**config.mk**
```make
export PLATFORM = sky130hd
export DESIGN_NAME = alu
export DESIGN_NICKNAME = d
export VERILOG_FILES = /design/src/rtl/alu_pkg.sv /design/src/rtl/alu_shifter.sv /design/src/rtl/alu.sv
export SDC_FILE = /design/constraint.sdc
export NUM_CORES = 2
export LEC_CHECK = 0
export CORE_MARGIN = 2
export CORE_UTILIZATION = 50
export CTS_CLUSTER_SIZE = 28
export DETAILED_ROUTE_END_ITERATION = 10
export GPL_TIMING_DRIVEN = 0
export PLACE_DENSITY = 0.7
export REMOVE_ABC_BUFFERS = 1
export SLEW_MARGIN = 25
export SYNTH_ARGS = -nofsm -noshare
export SYNTH_HDL_FRONTEND = slang
export SYNTH_HIERARCHICAL = 1
export SYNTH_SLANG_ARGS = --single-unit
```
**constraint.sdc**
```tcl
create_clock -name clk -period 20.7 [get_ports clk]
set_input_delay 4.14 -clock clk [delete_from_list [all_inputs] [get_ports clk]]
set_output_delay 4.14 -clock clk [all_outputs]
set_load 0.01 [all_outputs]
```
**src/rtl/alu_pkg.sv**
```systemverilog
// Shared encodings for the MIPS datapath ALU: opcodes, datapath width and shift-amount width.
package alu_pkg;
   localparam int WIDTH   = 32;
   localparam int SHAMT_W = 5;

   localparam logic [3:0] ALU_ADD  = 4'b0000;
   localparam logic [3:0] ALU_SUB  = 4'b0001;
   localparam logic [3:0] ALU_MUL  = 4'b0010;
   localparam logic [3:0] ALU_AND  = 4'b0011;
   localparam logic [3:0] ALU_XOR  = 4'b0100;
   localparam logic [3:0] ALU_OR   = 4'b0101;
   localparam logic [3:0] ALU_NOT  = 4'b0110;
   localparam logic [3:0] ALU_NEG  = 4'b0111;
   localparam logic [3:0] ALU_SLL  = 4'b1000;
   localparam logic [3:0] ALU_SRL  = 4'b1001;
   localparam logic [3:0] ALU_SLA  = 4'b1010;
   localparam logic [3:0] ALU_SRA  = 4'b1011;
   localparam logic [3:0] ALU_ROL  = 4'b1100;
   localparam logic [3:0] ALU_ROR  = 4'b1101;
   localparam logic [3:0] ALU_SLT  = 4'b1110;
   localparam logic [3:0] ALU_SLTU = 4'b1111;

   // Shift-kind select is the low three opcode bits of the 1xxx shift/rotate group.
   localparam logic [2:0] SH_SLL = 3'b000;
   localparam logic [2:0] SH_SRL = 3'b001;
   localparam logic [2:0] SH_SLA = 3'b010;
   localparam logic [2:0] SH_SRA = 3'b011;
   localparam logic [2:0] SH_ROL = 3'b100;
   localparam logic [2:0] SH_ROR = 3'b101;
endpackage

```
**src/rtl/alu_shifter.sv**
```systemverilog
// Combinational shifter/rotator for the ALU shift group; amount is already truncated to SHAMT_W bits.
module alu_shifter
   import alu_pkg::*;
(
   input  logic [WIDTH-1:0]   a,
   input  logic [SHAMT_W-1:0] amount,
   input  logic [2:0]         kind,
   output logic [WIDTH-1:0]   result
);

   logic signed [WIDTH-1:0] a_s;
   logic [2*WIDTH-1:0]      rol_w;
   logic [2*WIDTH-1:0]      ror_w;

   // Rotates shift a doubled copy of A so wrap-around bits fall in naturally, including amount 0.
   always_comb begin
      a_s   = $signed(a);
      rol_w = {a, a} << amount;
      ror_w = {a, a} >> amount;
      result = '0;
      case (kind)
         SH_SLL, SH_SLA: result = a << amount;
         SH_SRL:         result = a >> amount;
         SH_SRA:         result = a_s >>> amount;
         SH_ROL:         result = rol_w[2*WIDTH-1:WIDTH];
         SH_ROR:         result = ror_w[WIDTH-1:0];
         default:        result = '0;
      endcase
   end

endmodule

```
**src/rtl/alu.sv**
```systemverilog
// 32-bit single-cycle MIPS ALU: combinational result and Zero flag plus a registered copy of the result.
module alu
   import alu_pkg::*;
(
   input  logic               clk,
   input  logic               rst,
   input  logic [WIDTH-1:0]   A,
   input  logic [WIDTH-1:0]   B,
   input  logic [3:0]         ALUControl,
   output logic [WIDTH-1:0]   ALUResult,
   output logic               Zero,
   output logic [WIDTH-1:0]   ResultReg
);

   logic [WIDTH-1:0]        shift_res;
   logic signed [WIDTH-1:0] a_s;
   logic signed [WIDTH-1:0] b_s;
   logic                    lt_signed;
   logic                    lt_unsigned;
   logic [WIDTH-1:0]        alu_result;
   logic [WIDTH-1:0]        result_reg_d;
   logic [WIDTH-1:0]        result_reg_q;

   alu_shifter u_shifter (
      .a      (A),
      .amount (B[SHAMT_W-1:0]),
      .kind   (ALUControl[2:0]),
      .result (shift_res)
   );

   always_comb begin
      a_s         = $signed(A);
      b_s         = $signed(B);
      lt_signed   = a_s < b_s;
      lt_unsigned = A < B;
      alu_result  = '0;
      case (ALUControl)
         ALU_ADD:  alu_result = A + B;
         ALU_SUB:  alu_result = A - B;
         ALU_MUL:  alu_result = A * B;
         ALU_AND:  alu_result = A & B;
         ALU_XOR:  alu_result = A ^ B;
         ALU_OR:   alu_result = A | B;
         ALU_NOT:  alu_result = ~A;
         ALU_NEG:  alu_result = '0 - A;
         ALU_SLL, ALU_SRL, ALU_SLA, ALU_SRA, ALU_ROL, ALU_ROR:
                   alu_result = shift_res;
         ALU_SLT:  alu_result = {{(WIDTH-1){1'b0}}, lt_signed};
         ALU_SLTU: alu_result = {{(WIDTH-1){1'b0}}, lt_unsigned};
         default:  alu_result = '0;
      endcase
   end

   always_comb begin
      result_reg_d = rst ? '0 : alu_result;
   end

   always_ff @(posedge clk) begin
      result_reg_q <= result_reg_d;
   end

   assign ALUResult = alu_result;
   assign Zero      = (alu_result == '0);
   assign ResultReg = result_reg_q;

endmodule

```
==> metrics.yaml <==
clk_pin_slew_ns: 0.09
post-route-min-period_ns: 19.53
setup_viol: 0
critical_path_required_ns: 16.56
period_utilization_post_route: 0.943
root_buffer: "clkbuf_16"
post_synth_inst_count: 3777
synth.yosys.warnings: 6
capturing_element_type_of_the_critical_path: "output port"
die-width_um: 247
num_vias: 31300
unrepaired_setup_endpoints_after_global_routing: "false"
via_per_inst: 7.00
worst_setup_startpoint: "B[7]"
arrival_ns: 15.39
core_area_mm2: 0.0588
synth.cell_area_mm2: 0.0296
synth.ff_latch_count: 32
finalMaxSlewViolations: 0
drt_wl_total_mm: 152
delay_of_the_slowest_critical_path_stage_ns: 1.19
synth_async_sr_flop_share: 0
max_slew.worst_pin.slew_ns: 1.36
hpwlAfterDp_mm: 116
fin_ws_ns: 1.17
cts_tree: "yes"
pin_count_of_the_biggest_net_entering_global_routing: 103
path_max_fanout: 21
worst_hold_margin_ns: 4.16
grt_pass1_wl_mm: 215
drt-wirelength-per-cell_um: 33.9
post_cts_resized: 0
dr.first_iter.drc_count: 4267
ys_types: 99
worst_path_max_delay_cell: "clkdlybuf4s50_1"
max_slew_margin: 0.0875
gp_congestion: 1.06
critical_path_class: "in -> out"
startpoint_type: "input port"
finalNetCount: 4392
die-height_um: 247
ys_dominant_reg_cell: "dfxtp_1"
synth_enable_flop_cells: 0
fp-row-count: 89
overflow: 0
first_global_vias: 29800
critPathMostFrequentCell: "fa_1"
postSynthAreaPerCell_um2: 7.85
number_of_antenna_violating_nets_in_the_routed_design: 0
start_util: 0.504
cts.sink_count: 32
largest_register_ff_count: 32
io_buffer_count: 134
ios: 135
max_cap_violations: 0
layout-drive-gt1-share: 0.0815
ctsHoldBuffers: 0
area_growth_syn_to_layout_pct: 7.46
grt_util_all_layers: 0.493
dp_slack_ns: 1.67
drt_first_pass_iters: 9
sequential_share_of_the_synthesized_area: 0.0216
dieArea_mm2: 0.0612
critical-path-top-delay-family: "adder cells"
worstHoldStart: "rst"
postCtsSetupBuffers: 0
drc: 0
clock.fmax_mhz: 51.2
critPathBufInv: 7
final_report_hold_violation_count: 0
cts-buffers-inserted: 5
grt_antenna_before_repair: 9
outcome: "complete, no violations"
cts-root-to-sink-buffers: 2
timing.hold.worst.class: "in -> reg"
cts-htree-levels: 2
## layout make-up
| class | count | area (um2) |
|---|---|---|
| inverters | 493 | 1860 |
| clock inverters | 3 | 42.5 |
| fillers | 5611 | 26900 |
| clock buffers | 5 | 125 |
| flip-flops and latches | 32 | 641 |
| repair buffers | 189 | 2200 |
| multi-input cells | 2971 | 26000 |
| diodes | 4 | 10.0 |
| well taps | 773 | 967 |
## synth_stat cells, drive strengths merged (36+ instances only)
library cell	number	area share
a211oi	36	0.0095
a21oi	147	0.025
buf	90	0.018
clkbuf	191	0.024
fa	410	0.28
ha	220	0.093
inv	483	0.061
mux2	56	0.022
mux2i	95	0.033
mux4	67	0.051
nand2	382	0.048
nand3	60	0.010
nor2	509	0.064
nor2b	54	0.011
nor3	68	0.012
o211ai	45	0.011
o21ai	115	0.019
o22ai	47	0.0099
xnor2	88	0.026
## worst paths after layout
kind / end / slack, ns / depth (start not counted)
min: ResultReg[31] / 4.16 / 2
max: Zero / 1.17 / 28
## routing by layer
metal	track usage	up-vias	wire length, um
met1	0.656	15500	57900
met2	0.680	2559	59800
li1	-	12600	-
met4	0.231	10	9440
met5	0	-	70
met3	0.220	579	24400
## layout by cell type, fill, tap and decap left out, drive strengths merged, types with 27 or more instances in the layout
cell and n:
a211oi 36, a21oi 147, a22oi 35, a31oi 28
buf 97, clkdlybuf4s50 92, dfxtp 32, fa 410
ha 220, inv 482, mux2 56, mux2i 95
mux4 67, nand2 382, nand2b 29, nand3 60
nor2 509, nor2b 54, nor3 68, nor4 34
o211ai 45, o21ai 115, o221ai 28, o22ai 47
xnor2 88, xor2 27
## stage by stage
stage	util	instances	setup TNS, ns	cell area, um2
final	0.542	4470	0	31800
after global routing	0.541	4466	0	31800
after CTS	0.541	4466	0	31800
after detailed placement	0.538	4458	0	31700
after global placement	0.522	4403	-56.38	30700
after floorplan	-	3496	0	28400
## logic make-up after synthesis
kind of cell,synth area share
adder cells (fa/ha/maj),0.370
buffers and inverters,0.104
AO/OA/AOI/OAI,0.171
flip-flops,0.0216
AND/OR/NAND/NOR,0.193
XOR/XNOR,0.0347
multiplexers,0.105
Power is left out: the tool's default activity adds up to more than one toggle a clock period on the data nets, which glitch-free logic cannot reach.
